**config.mk**
```make
export PLATFORM = sky130hd
export DESIGN_NAME = can_tx_scheduler
export DESIGN_NICKNAME = d
export VERILOG_FILES = /design/src/rtl/can_ctrl_pkg.sv /design/src/rtl/can_id_arbiter.sv /design/src/rtl/can_tx_scheduler.sv
export SDC_FILE = /design/constraint.sdc
export NUM_CORES = 1
export LEC_CHECK = 0
export BUFFER_PORTS_ARGS = -buffer_cell sky130_fd_sc_hd__buf_2
export CAP_MARGIN = 15
export CORE_MARGIN = 8
export CORE_UTILIZATION = 40
export CTS_BUF_LIST = sky130_fd_sc_hd__clkbuf_4 sky130_fd_sc_hd__clkbuf_8 sky130_fd_sc_hd__clkbuf_16
export DETAILED_ROUTE_END_ITERATION = 7
export PLACE_DENSITY_LB_ADDON = 0.3
export SLEW_MARGIN = 0
export SYNTH_ARGS = -nofsm -noshare
export SYNTH_HDL_FRONTEND = slang
export SYNTH_SLANG_ARGS = --single-unit
```
**constraint.sdc**
```tcl
create_clock -name clk -period 19 [get_ports clk]
set_clock_uncertainty 0.2 [all_clocks]
set_input_delay 2.85 -clock clk [delete_from_list [all_inputs] [get_ports clk]]
set_output_delay 2.85 -clock clk [all_outputs]
set_load 0.01 [all_outputs]
```
**src/rtl/can_ctrl_pkg.sv**
```systemverilog
// Shared types and constants for the CAN transmit control path.
package can_ctrl_pkg;

  typedef enum logic [1:0] {
    IDLE,
    WAIT_BUS,
    START,
    TX_BUSY
  } sched_state_t;

  // Width of each per-mailbox retry counter
  localparam int unsigned RETRY_W = 4;

  localparam int unsigned CAN_STD_ID_W = 11;
  localparam int unsigned CAN_EXT_ID_W = 29;

endpackage

```
**src/rtl/can_id_arbiter.sv**
```systemverilog
// Combinational CAN-ID arbiter: lowest ID wins, lowest index on a tie.
module can_id_arbiter #(
  parameter int unsigned NUM_REQ = 4,
  parameter int unsigned ID_W    = 11
) (
  input  logic [NUM_REQ-1:0]         req,
  input  logic [NUM_REQ*ID_W-1:0]    req_id,
  output logic [$clog2(NUM_REQ)-1:0] win_idx,
  output logic [ID_W-1:0]            win_id,
  output logic                       any_valid
);

  localparam int unsigned IDX_W = $clog2(NUM_REQ);

  // Scan upward with a strict compare so equal IDs keep the lower index
  always_comb begin
    win_idx   = '0;
    win_id    = '0;
    any_valid = 1'b0;
    for (int unsigned i = 0; i < NUM_REQ; i++) begin
      if (req[i] && (!any_valid || (req_id[i*ID_W +: ID_W] < win_id))) begin
        any_valid = 1'b1;
        win_idx   = IDX_W'(i);
        win_id    = req_id[i*ID_W +: ID_W];
      end
    end
  end

endmodule

```
**src/rtl/can_tx_scheduler.sv**
```systemverilog
// Shares one CAN frame transmitter among NUM_REQ mailboxes with
// ID-priority arbitration, per-mailbox retry counting and a TX watchdog.
module can_tx_scheduler
  import can_ctrl_pkg::*;
#(
  parameter int unsigned NUM_REQ     = 4,
  parameter int unsigned ID_W        = CAN_STD_ID_W,
  parameter int unsigned RETRY_MAX   = 8,
  parameter int unsigned TIMEOUT_CYC = 200000
) (
  input  logic                       clk,
  input  logic                       reset,
  input  logic                       interframePeriod,
  input  logic [NUM_REQ-1:0]         req,
  input  logic [NUM_REQ*ID_W-1:0]    reqId,
  output logic                       txStart,
  output logic [$clog2(NUM_REQ)-1:0] txSel,
  output logic [ID_W-1:0]            txId,
  input  logic                       txDone,
  input  logic                       txArbLost,
  input  logic                       txError,
  output logic [NUM_REQ-1:0]         ack,
  output logic [NUM_REQ-1:0]         fail,
  output logic                       busy
);

  localparam int unsigned IDX_W = $clog2(NUM_REQ);
  localparam int unsigned WD_W  = $clog2(TIMEOUT_CYC);
  localparam logic [WD_W-1:0] WD_LAST = WD_W'(TIMEOUT_CYC - 1);
  localparam logic [WD_W-1:0] WD_SAT  = '1;

  sched_state_t state_q, state_d;
  logic [IDX_W-1:0]   txSel_q, txSel_d;
  logic [ID_W-1:0]    txId_q, txId_d;
  logic               txStart_q, txStart_d;
  logic [NUM_REQ-1:0] ack_q, ack_d;
  logic [NUM_REQ-1:0] fail_q, fail_d;
  logic               busy_q, busy_d;
  logic [WD_W-1:0]    wdog_q, wdog_d;
  logic [RETRY_W-1:0] retry_q [NUM_REQ];
  logic [RETRY_W-1:0] retry_d [NUM_REQ];
  logic [RETRY_W-1:0] retry_inc;

  logic [IDX_W-1:0] win_idx;
  logic [ID_W-1:0]  win_id;
  logic             any_valid;

  can_id_arbiter #(
    .NUM_REQ(NUM_REQ),
    .ID_W   (ID_W)
  ) u_arb (
    .req      (req),
    .req_id   (reqId),
    .win_idx  (win_idx),
    .win_id   (win_id),
    .any_valid(any_valid)
  );

  // Next-state, retry bookkeeping and registered-output computation
  always_comb begin
    state_d   = state_q;
    txSel_d   = txSel_q;
    txId_d    = txId_q;
    txStart_d = 1'b0;
    ack_d     = '0;
    fail_d    = '0;
    wdog_d    = wdog_q;
    retry_d   = retry_q;
    retry_inc = '0;

    // A withdrawn requester starts over with a clean retry count
    for (int unsigned i = 0; i < NUM_REQ; i++) begin
      if (!req[i]) retry_d[i] = '0;
    end

    case (state_q)
      IDLE: begin
        if (|req) state_d = WAIT_BUS;
      end
      WAIT_BUS: begin
        if (!any_valid) begin
          state_d = IDLE;
        end else if (interframePeriod) begin
          txSel_d = win_idx;
          txId_d  = win_id;
          state_d = START;
        end
      end
      START: begin
        txStart_d = 1'b1;
        wdog_d    = '0;
        state_d   = TX_BUSY;
      end
      TX_BUSY: begin
        if (wdog_q != WD_SAT) wdog_d = wdog_q + 1'b1;
        // The frame in flight is resolved even if its requester let go;
        // the event update for txSel overrides the withdrawal clear above.
        if (txDone) begin
          ack_d[txSel_q]   = 1'b1;
          retry_d[txSel_q] = '0;
          state_d          = IDLE;
        end else if (txError || txArbLost || (wdog_q == WD_LAST)) begin
          retry_inc = retry_q[txSel_q] + 1'b1;
          if (retry_inc == RETRY_W'(RETRY_MAX)) begin
            fail_d[txSel_q]  = 1'b1;
            retry_d[txSel_q] = '0;
            state_d          = IDLE;
          end else begin
            retry_d[txSel_q] = retry_inc;
            state_d          = WAIT_BUS;
          end
        end
      end
      default: state_d = IDLE;
    endcase

    busy_d = (state_d == START) || (state_d == TX_BUSY);
  end

  // Scheduler state and registered outputs
  always_ff @(posedge clk) begin
    if (reset) begin
      state_q   <= IDLE;
      txSel_q   <= '0;
      txId_q    <= '0;
      txStart_q <= 1'b0;
      ack_q     <= '0;
      fail_q    <= '0;
      busy_q    <= 1'b0;
      wdog_q    <= '0;
      for (int unsigned i = 0; i < NUM_REQ; i++) retry_q[i] <= '0;
    end else begin
      state_q   <= state_d;
      txSel_q   <= txSel_d;
      txId_q    <= txId_d;
      txStart_q <= txStart_d;
      ack_q     <= ack_d;
      fail_q    <= fail_d;
      busy_q    <= busy_d;
      wdog_q    <= wdog_d;
      retry_q   <= retry_d;
    end
  end

  assign txStart = txStart_q;
  assign txSel   = txSel_q;
  assign txId    = txId_q;
  assign ack     = ack_q;
  assign fail    = fail_q;
  assign busy    = busy_q;

endmodule
```
## Yosys cells after proc, flatten, opt, wreduce, memory -nomap -nowiden

Cells that the tools add are included.

| word-level totals | value |
|---|---|
| bits in registers | 59 |
| input port bits | 54 |
| word-level logic and storage cells | 95 |

| cells by class | value |
|---|---|
| add/subtract/negate cells | 2 |
| order comparisons | 7 |
| equality and inequality tests | 9 |
| multiplexer cells | 37 |
| bitwise operators | 7 |
| reduce and logical (&&, ||, !) cells | 21 |

Operators with widths:

| operator | number |
|---|---|
| $mux 16 | 4 |
| $mux 11 | 4 |
| $pmux 18 s2 | 1 |
| $lt 11x11->1 | 3 |
| $mux 4 | 7 |
| $add 18x1->18 const B | 1 |
| $eq 18x18->1 const B | 1 |
| $mux 18 | 1 |
| $ne 18x18->1 const B | 1 |
| $and 16x16->16 | 1 |
| $bwmux 16 | 1 |
| $not 16->16 | 1 |
| $mux 2 | 7 |
| $bmux 4 s2 | 1 |
| $demux 4 s2 | 1 |
| $eq 2x2->1 const B | 4 |
| $mux 1 | 8 |
| $pmux 2 s4 | 1 |
| $logic_or 1x1->1 | 6 |
| $logic_and 1x1->1 | 5 |
| $reduce_or 5->1 | 1 |
| $add 4x1->4 const B | 1 |
| $eq 4x4->1 const B | 1 |
| $not 1->1 | 4 |
| 15 further kinds | 17 |

## Depth between registers and ports, before layout

Gate-level depths: netlist of the first run.

| logic depth | value |
|---|---|
| depth in word-level cells | 17 |
| gate-level depth with buffers | 27 |
| depth with buffers taken out | 23 |

## By module

Synthesis of the first run repeated with hierarchy kept, for this count alone.

| unflattened totals | value |
|---|---|
| cell total of the unflattened synthesis | 494 |
| area total of the unflattened synthesis | 4,082.7 um2 |

By module, submodules not included:

| module | instances | cells each | area an instance (um2) | sequential area each (um2) |
|---|---|---|---|---|
| can_tx_scheduler | 1 | 320 | 2,756.4 | 1,161.1 |
| can_id_arbiter | 1 | 174 | 1,326.3 | 0.0 |

## Least setup slack after synthesis of the first run

No wires, ideal clock.

| timing | value |
|---|---|
| path type | input -> register |
| start point | input port req[0] |
| end point | register txId_q[0], in the netlist txId[0] |
| setup time | 0.086 ns |
| arrival time | 8.452 ns |
| data required time | 18.714 ns |
| setup slack | 10.262 ns |
| cell stages on the path | 27 |
| cell sequence | buf_4 clkbuf_1 nand2_1 ha_1 nand4_1 nor3_1 nor2_1 o2111ai_1 buf_2 mux2_2 ha_1 nand3_1 nor3_1 o2111ai_1 a21oi_1 a2bb2oi_1 buf_2 mux2_2 ha_1 a21o_1 a21o_1 a2111oi_0 o21ai_1 nor2_1 buf_2 o32ai_1 a211oi_1 |

| on the way | value |
|---|---|
| longest elaborated chain between the ends | 14 |

RTL lines:

| what | line | source |
|---|---|---|
| from (decl) | can_tx_scheduler.sv:14 | `input logic [NUM_REQ-1:0] req,` |
| $mux 11 or $mux 1 (tied branches) | can_id_arbiter.sv:21 | `if (req[i] && (!any_valid \|\| (req_id[i*ID_W +: ID_W] < win_id))) begin` |
| $lt 11x11->1 or $logic_not 1->1 (tied branches) | can_id_arbiter.sv:21 |  |
| $logic_or 1x1->1 | can_id_arbiter.sv:21 |  |
| $logic_and 1x1->1 | can_id_arbiter.sv:21 |  |
| $mux 11 or $mux 1 (tied branches) | can_id_arbiter.sv:21 |  |
| $lt 11x11->1 or $logic_not 1->1 (tied branches) | can_id_arbiter.sv:21 |  |
| $logic_or 1x1->1 | can_id_arbiter.sv:21 |  |
| $logic_and 1x1->1 | can_id_arbiter.sv:21 |  |
| $mux 11 or $mux 1 (tied branches) | can_id_arbiter.sv:21 |  |
| $lt 11x11->1 or $logic_not 1->1 (tied branches) | can_id_arbiter.sv:21 |  |
| $logic_or 1x1->1 | can_id_arbiter.sv:21 |  |
| $logic_and 1x1->1 | can_id_arbiter.sv:21 |  |
| $mux 1 | can_id_arbiter.sv:21 |  |
| $reduce_and 3->1 (no line) | -- |  |
| to (signal assigned) | can_tx_scheduler.sv:135 | `txId_q <= txId_d;` |
| to (decl) | can_tx_scheduler.sv:34 | `logic [ID_W-1:0] txId_q, txId_d;` |

Parallel ways exist; a longest one is shown, timed or not.
A chain may end at the register's enable or synchronous reset.

## Final worst setup path of the first run

| timing | value |
|---|---|
| start point | input port req[0] |
| end point | register txSel_q[1], in the netlist txSel[1] |

| on the way | value |
|---|---|
| longest elaborated chain between the ends | 14 |

RTL lines:

| what | line | source |
|---|---|---|
| $mux 11 or $mux 1 (tied branches) | can_id_arbiter.sv:21 |  |
| $lt 11x11->1 or $logic_not 1->1 (tied branches) | can_id_arbiter.sv:21 |  |
| $logic_or 1x1->1 | can_id_arbiter.sv:21 |  |
| $logic_and 1x1->1 | can_id_arbiter.sv:21 |  |
| $mux 11 or $mux 1 (tied branches) | can_id_arbiter.sv:21 |  |
| $lt 11x11->1 or $logic_not 1->1 (tied branches) | can_id_arbiter.sv:21 |  |
| $logic_or 1x1->1 | can_id_arbiter.sv:21 |  |
| $logic_and 1x1->1 | can_id_arbiter.sv:21 |  |
| $mux 11 or $mux 1 (tied branches) | can_id_arbiter.sv:21 |  |
| $lt 11x11->1 or $logic_not 1->1 (tied branches) | can_id_arbiter.sv:21 |  |
| $logic_or 1x1->1 | can_id_arbiter.sv:21 |  |
| $logic_and 1x1->1 | can_id_arbiter.sv:21 |  |
| $mux 1 | can_id_arbiter.sv:21 |  |
| $reduce_and 3->1 (no line) | -- |  |
| to (signal assigned) | can_tx_scheduler.sv:134 | `txSel_q <= txSel_d;` |
| to (decl) | can_tx_scheduler.sv:33 | `logic [IDX_W-1:0] txSel_q, txSel_d;` |

Parallel ways exist; a longest one is shown, timed or not.

==> results.tsv, run 1 <==
stage	metric	value	unit
min_path	hold_path.class	flop to flop	
cts	cts_tree	built	
logic_synthesis	synth_top_area_cell	dfxtp_1	
run_status	status	finished clean	
layout	drive_gt1_share	23.7	%
timing	hold_ws	0.290	ns
logic_synthesis	yosys-top-cells-count	nor2_1, dfxtp_1, inv_1, nand2_1, ha_1	
timing	period_share	55.5	%
timing	tns	0	ns
place	placedInstanceArea	4410	um^2
power_and_ir_drop	vdd.ir_drop.worst	30.5	uV
timing	hold_viol	0	
cts	cts.clk_slew.worst_paths	0.06	ns
cts	numCtsBuffers	9	
grt	overflow	0	
setup_path	criticalPathCategory	input port to flop	
route	vias	3621	
route	wl_per_cell	15.0	um
setup_path	path_max_fanout	19	
cts	clk_latency	0.33	ns
logic_synthesis	synth_async_sr_flop_share	0	%
floorplanning	ios	77	
setup_path	cp-end-kind	flop	
cts	cts_max_path_buffers	2	
logic_synthesis	netlist_area	3980	um^2
cts	cts.sinks	59	
place	portBuffers	76	
setup_path	cp.required	19.03	ns
setup_path	regToRegStartpoint	txSel[0]	
cts	cts_resized	0	
floorplanning	initial_utilization	40.9	%
timing	worst_pin_slew	1.14	ns
timing	rsz0062_at_grt	no	
route	drt_iter0_markers	232	
min_path	hold_end	retry_q[3]	
layout	syn_to_final_growth	15.5	%
min_path	hp-start	retry_q[3]	
route	drc	0	
logic_synthesis	synth_cells	476	
min_path	hold_path_depth	2	
setup_path	r2r_end	fail[0]	
logic_synthesis	synth_area_per_cell	8.36	um^2
timing	setup_viol	0	
timing	min_period	10.55	ns
logic_synthesis	yosysWarnings	0	
layout	nFillCells	978	
floorplanning	dieArea	13400	um^2
logic_synthesis	synth_seq_area_share	29.7	%
route	postRouteAntennaNets	0	
place	globalplace.congestion	0.893	
logic_synthesis	syn_nets	562	
timing	fmax	94.8	MHz
route	via_per_inst	5.32	
power_and_ir_drop	power_density	68.1	nW/um^2
layout	stdcell_area	4600	um^2
grt	grt_pass1_wl	17.2	mm
logic_synthesis	synth.area.top_cells	dfxtp_1, ha_1, nor2_1	
timing	slew_headroom	23.5	%
setup_path	crit_chain	buf_2, nand2_1, ha_1, nand4_1, nor3_1, nor2_1, o2111ai_1, mux2_2, ha_1, nand3_1, nor3_1, o2111ai_1, a21oi_1, a2bb2oi_1, mux2_2, ha_1, a21o_1, a21o_1, a21o_1, a2111oi_0, o21ai_1, nor2_1, a21oi_1, a311oi_1	
floorplanning	core.rowCount	36	
setup_path	startpoint_type	input port	
logic_synthesis	yosysMostFrequentCell	nor2_1	
logic_synthesis	synth.distinct_cells	65	
route	dr.pass1.iters	5	
job	drv_cap	0	
power_and_ir_drop	p_leak	2.00	nW
route	wl	10.2	mm
cts	post_cts_buffers	0	
setup_path	reg2reg_slack	16.09	ns
setup_path	cp.arrival	10.58	ns
floorplanning	core	9730	um^2
place	dp_hpwl	8.10	mm
cts	htreeDepth	3	
grt	grt_max_degree	39	
floorplanning	dieWidth	116	um
logic_synthesis	synth_top_area_share	29.7	%
logic_synthesis	synth_edf_count	0	
logic_synthesis	ys_ff_latch	59	
setup_path	slowest_stage	a2bb2oi_1	
grt	grtUsageTotal	15.8	%
layout	antennaDiodeCount	0	
grt	grt_pass1_vias	3740	
grt	antenna_found_initial	0	
cts	clockRootBuffer	clkbuf_8	
setup_path	rr_worst_depth	6	
power_and_ir_drop	total_power	0.313	mW
setup_path	cpPeakStageDelay	0.92	ns
logic_synthesis	ys.flop_type	dfxtp_1	
timing	slew_viol_final	0	
cts	ctsHoldBuffers	0	
floorplanning	die_h	116	um
layout	nNetsFinal	629	
-- through the flow --
stage               utilization [%]  worst slack (ns)  instances
detailed placement             45.3              8.22        665
floorplan                         -             10.26        476
finish                         47.3              8.45        681
global route                   47.3              7.82        681
CTS                            47.3              8.53        681
global placement               45.3              8.54        665
-- per-layer routing --
metal	vias up	share of wire (%)	track usage, %
li1	1842	-	-
met1	1669	45	18.8
met2	94	47	26.1
met3	16	7.2	4.90
met4	0	1.7	6.05
met5	-	0	0
-- cells in the final DEF (no fill, tap or decap), types with 9 or more instances in the layout --
cell type  count
ha_1          32
a211o_1       11
a21oi_1       27
nor2_1        78
xor2_1        12
a22oi_1       17
dfxtp_1       59
mux2_2        17
nand2_1       34
buf_2         76
clkbuf_8       9
nor3_1        13
inv_1         36
nand3_1       10
-- state kept, by name, indices dropped and copies added, names as in the netlist --
register / cells
fail: 4
txId: 11
ack: 4
txSel: 2
busy: 1
state_q: 2
wdog_q: 18
txStart: 1
retry_q: 16
-- worst max-delay path by stage --
stage / from / endpoint / slack (ns) / cells past startpoint
after CTS: req[0] / txId[0] / 8.53 / 24
after detailed placement: req[0] / txId[0] / 8.22 / 24
after floorplan: req[0] / txId[0] / 10.26 / 27
final: req[0] / txSel[1] / 8.45 / 24
after global routing: req[0] / txSel[1] / 7.82 / 24
after global placement: req[0] / txId[0] / 8.54 / 24
-- where the power goes --
group	switching [mW]	internal, mW	total, mW
sequential	0.00362	0.127	0.130
clock	0.0476	0.0630	0.111
combinational	0.0418	0.0305	0.0723
total	0.0930	0.220	0.313
-- kinds of logic after synthesis --
logic type,share of synthesized area [%]
flops,29.7
buf+inv,6.60
fa+ha+maj,10.1
mux,8.55
xor+xnor,3.96
simple gates,21.3
compound gates,19.9
-- cell type report --
type	instances	area, um^2	area share [%]
clock buffer	11	139	3.02
clock inverter	5	53.8	1.17
inverter	36	135	2.94
multi-input combinational	361	2540	55.3
sequential	59	1180	25.7
tap	133	166	3.62
timing repair buffer	76	380	8.27
-- worst max-delay path, delay by kind of cell --
kind / cells / cell delay, ns
AOI/OAI and AO/OA: 11 / 3.85
muxes: 2 / 0.89
buffers and inverters: 1 / 0.29
and+or+nand+nor: 7 / 1.77
adders and majority gates: 3 / 0.93
Note: power is estimated with default switching activity, not from simulation.
==> run 2, diff against run 1 <==
- ABC_AREA: default -> 1
- clock period: 19 -> 11 ns (I/O delays scaled with it)
==> run 2 against run 1 <==
Critical path depth grew 6. Synthesized cell count grew 25%. Flip-flop and latch count is the same. Cell count grew 18%. Die area grew 0.95%. Largest power group is now clock. Critical path type unchanged. Clock power grew 100%.
==> results.tsv, run 2 <==
stage	metric	value	unit	change
grt	antenna_found_initial	0		unchanged
route	vias	4113		was 3621
place	pre_cts_slack	3.92	ns	was 8.22 ns
timing	hold_ws	0.276	ns	was 0.290 ns
min_path	hold_path_depth	2		unchanged
floorplanning	ios	77		unchanged
timing	worst_pin_slew	0.775	ns	was 1.14 ns
place	dp_hpwl	8.69	mm	was 8.10 mm
setup_path	worstSetupPathDepth	30		was 24
power_and_ir_drop	total_power	0.586	mW	was 0.313 mW
logic_synthesis	netlist_area	4030	um^2	was 3980 um^2
floorplanning	dieArea	13500	um^2	was 13400 um^2
setup_path	cp.required	11.07	ns	was 19.03 ns
route	wl	11.0	mm	was 10.2 mm
timing	fmax	148	MHz	
timing	tns	0	ns	unchanged
cts	numCtsBuffers	9		unchanged
run_status	status	finished clean		unchanged
cts	cts_max_path_buffers	2		unchanged
logic_synthesis	yosysWarnings	0		unchanged
cts	cts.sinks	59		unchanged
logic_synthesis	synth_seq_area_share	29.3	%	was 29.7%
layout	final_cell_mix	nand2_1, buf_2, dfxtp_1		was nor2_1, buf_2, dfxtp_1
logic_synthesis	synth_edf_count	0		unchanged
setup_path	criticalPathCategory	input port to flop		unchanged
layout	syn_to_final_growth	16.8	%	was 15.5%
setup_path	rr_worst_depth	15		was 6
cts	clk_latency	0.34	ns	was 0.33 ns
layout	regArea	1180	um^2	unchanged
layout	layout.cells.non_filler	803		was 681
logic_synthesis	yosys-top-cells-count	nand2_1, dfxtp_1, inv_1, a21oi_1, nand3_1		was nor2_1, dfxtp_1, inv_1, nand2_1, ha_1
setup_path	slowest_stage	o21ai_0		was a2bb2oi_1
setup_path	path_max_fanout	23		was 19
cts	ctsHoldBuffers	0		unchanged
route	drc	0		unchanged
timing	min_period	6.75	ns	
logic_synthesis	ys_ff_latch	59		unchanged
setup_path	cp_common_cell	nand2_1		
logic_synthesis	yosysMostFrequentCell	nand2_1		was nor2_1
cts	cts_tree	built		unchanged
layout	final_common_cell	nand2_1		was nor2_1
layout	nNetsFinal	751		was 629
setup_path	path_buf_inv	1		unchanged
logic_synthesis	synth_area_per_cell	6.74	um^2	was 8.36 um^2
floorplanning	core	9770	um^2	was 9730 um^2
layout	nFillCells	1016		was 978
logic_synthesis	synth_cells	597		was 476
logic_synthesis	syn_nets	683		was 562
setup_path	startpoint_type	input port		unchanged
grt	grt_pass1_wl	18.3	mm	was 17.2 mm
setup_path	cp_top_family	simple AND/OR/NAND/NOR gates		was compound AO/OA/AOI/OAI gates
floorplanning	dieWidth	116	um	about the same
power_and_ir_drop	vdd.ir_drop.worst	56.7	uV	was 30.5 uV
route	dr.pass1.iters	5		unchanged
place	globalplace.congestion	0.877		was 0.893
timing	rsz0062_at_grt	no		unchanged
min_path	hold_path.class	flop to flop		unchanged
floorplanning	die_h	116	um	about the same
setup_path	cpPeakStageDelay	0.42	ns	was 0.92 ns
layout	antennaDiodeCount	0		unchanged
logic_synthesis	synth.distinct_cells	43		was 65
logic_synthesis	synth_top_area_cell	dfxtp_1		unchanged
layout	drive_gt1_share	21.5	%	was 23.7%
logic_synthesis	synth_top_area_share	29.3	%	was 29.7%
cts	cts_resized	0		unchanged
route	drt_iter0_markers	192		was 232
logic_synthesis	synth.area.top_cells	dfxtp_1, nand2_1, ha_1		was dfxtp_1, ha_1, nor2_1
grt	grtUsageTotal	16.7	%	was 15.8%
grt	grt_pass1_vias	3974		was 3740
place	dp.cells	787		was 665
timing	hold_viol	0		unchanged
timing	slew_viol_final	0		unchanged
cts	clockRootBuffer	clkbuf_8		unchanged
setup_path	cp.arrival	6.82	ns	was 10.58 ns
logic_synthesis	synth_async_sr_flop_share	0	%	unchanged
cts	cts.clk_slew.worst_paths	0.07	ns	was 0.06 ns
layout	largest-register	wdog_q		unchanged
floorplanning	initial_utilization	41.2	%	was 40.9%
layout	post-route-util	48.1	%	was 47.3%
setup_path	cp-end-kind	flop		unchanged
logic_synthesis	ys.flop_type	dfxtp_1		unchanged
job	drv_cap	0		unchanged
route	wl_per_cell	13.7	um	was 15.0 um
grt	overflow	0		unchanged
layout	stdcell_area	4700	um^2	was 4600 um^2
place	placedInstanceArea	4470	um^2	was 4410 um^2
timing	slew_headroom	48.1	%	was 23.5%
power_and_ir_drop	p_leak	2.10	nW	was 2.00 nW
cts	post_cts_buffers	0		unchanged
cts	htreeDepth	3		unchanged
layout	largest_reg_flops	18		unchanged
grt	grt_max_degree	36		was 39
timing	period_share	61.4	%	
route	via_per_inst	5.12		was 5.32
layout	multi_input_area	2480	um^2	was 2540 um^2
timing	setup_slack	4.25	ns	was 8.45 ns
floorplanning	core.rowCount	36		unchanged
route	postRouteAntennaNets	0		unchanged
place	portBuffers	76		unchanged
power_and_ir_drop	power_density	125	nW/um^2	was 68.1 nW/um^2
timing	setup_viol	0		unchanged
-- run 2: power by group --
part | switching (mW) | internal [mW]
combinational | 0.0888 | 0.0483
clock | 0.0913 | 0.134
sequential | 0.00418 | 0.220
total | 0.184 | 0.401
-- run 2: layout make-up --
cell class / instances / area share, %
clock buffers: 10 / 2.93
clock inverters: 6 / 1.89
inverters: 71 / 5.67
multi-input cells: 448 / 52.7
flip-flops and latches: 59 / 25.1
well taps: 133 / 3.54
repair buffers: 76 / 8.09
-- run 2: worst paths after layout --
| path | start | to | slack [ns] |
|---|---|---|---|
| max | req[0] | txId[1] | 4.25 |
| min | txId[1] | txId[1] | 0.28 |
| max reg2reg | txSel[0] | retry_q[1] | 8.07 |
| min reg2reg | txId[1] | txId[1] | 0.28 |
-- run 2: tightest hold or removal path: cells and delay by family (launching register included) --
family           cells  cell delay (ns)
flip-flops           1             0.32
AND/OR/NAND/NOR      1             0.06
AO/OA/AOI/OAI        1             0.06
-- run 2: metal layers --
metal,routed length (um),GRT usage [%],vias up
li1,-,-,2138
met1,5130,21.0,1858
met2,5130,28.1,105
met3,602,3.77,12
met4,130,4.41,0
met5,0,0,-
-- run 2: logic make-up (layout without fill, tap and decap cells) --
family | after synthesis | after routing | synth area share (%)
buffers and inverters | 90 | 163 | 9.08
AO/OA/AOI/OAI | 135 | 135 | 19.6
AND/OR/NAND/NOR | 280 | 280 | 31.8
XOR/XNOR | 1 | 1 | 0.218
flip-flops | 59 | 59 | 29.3
adder cells (fa/ha/maj) | 32 | 32 | 9.95
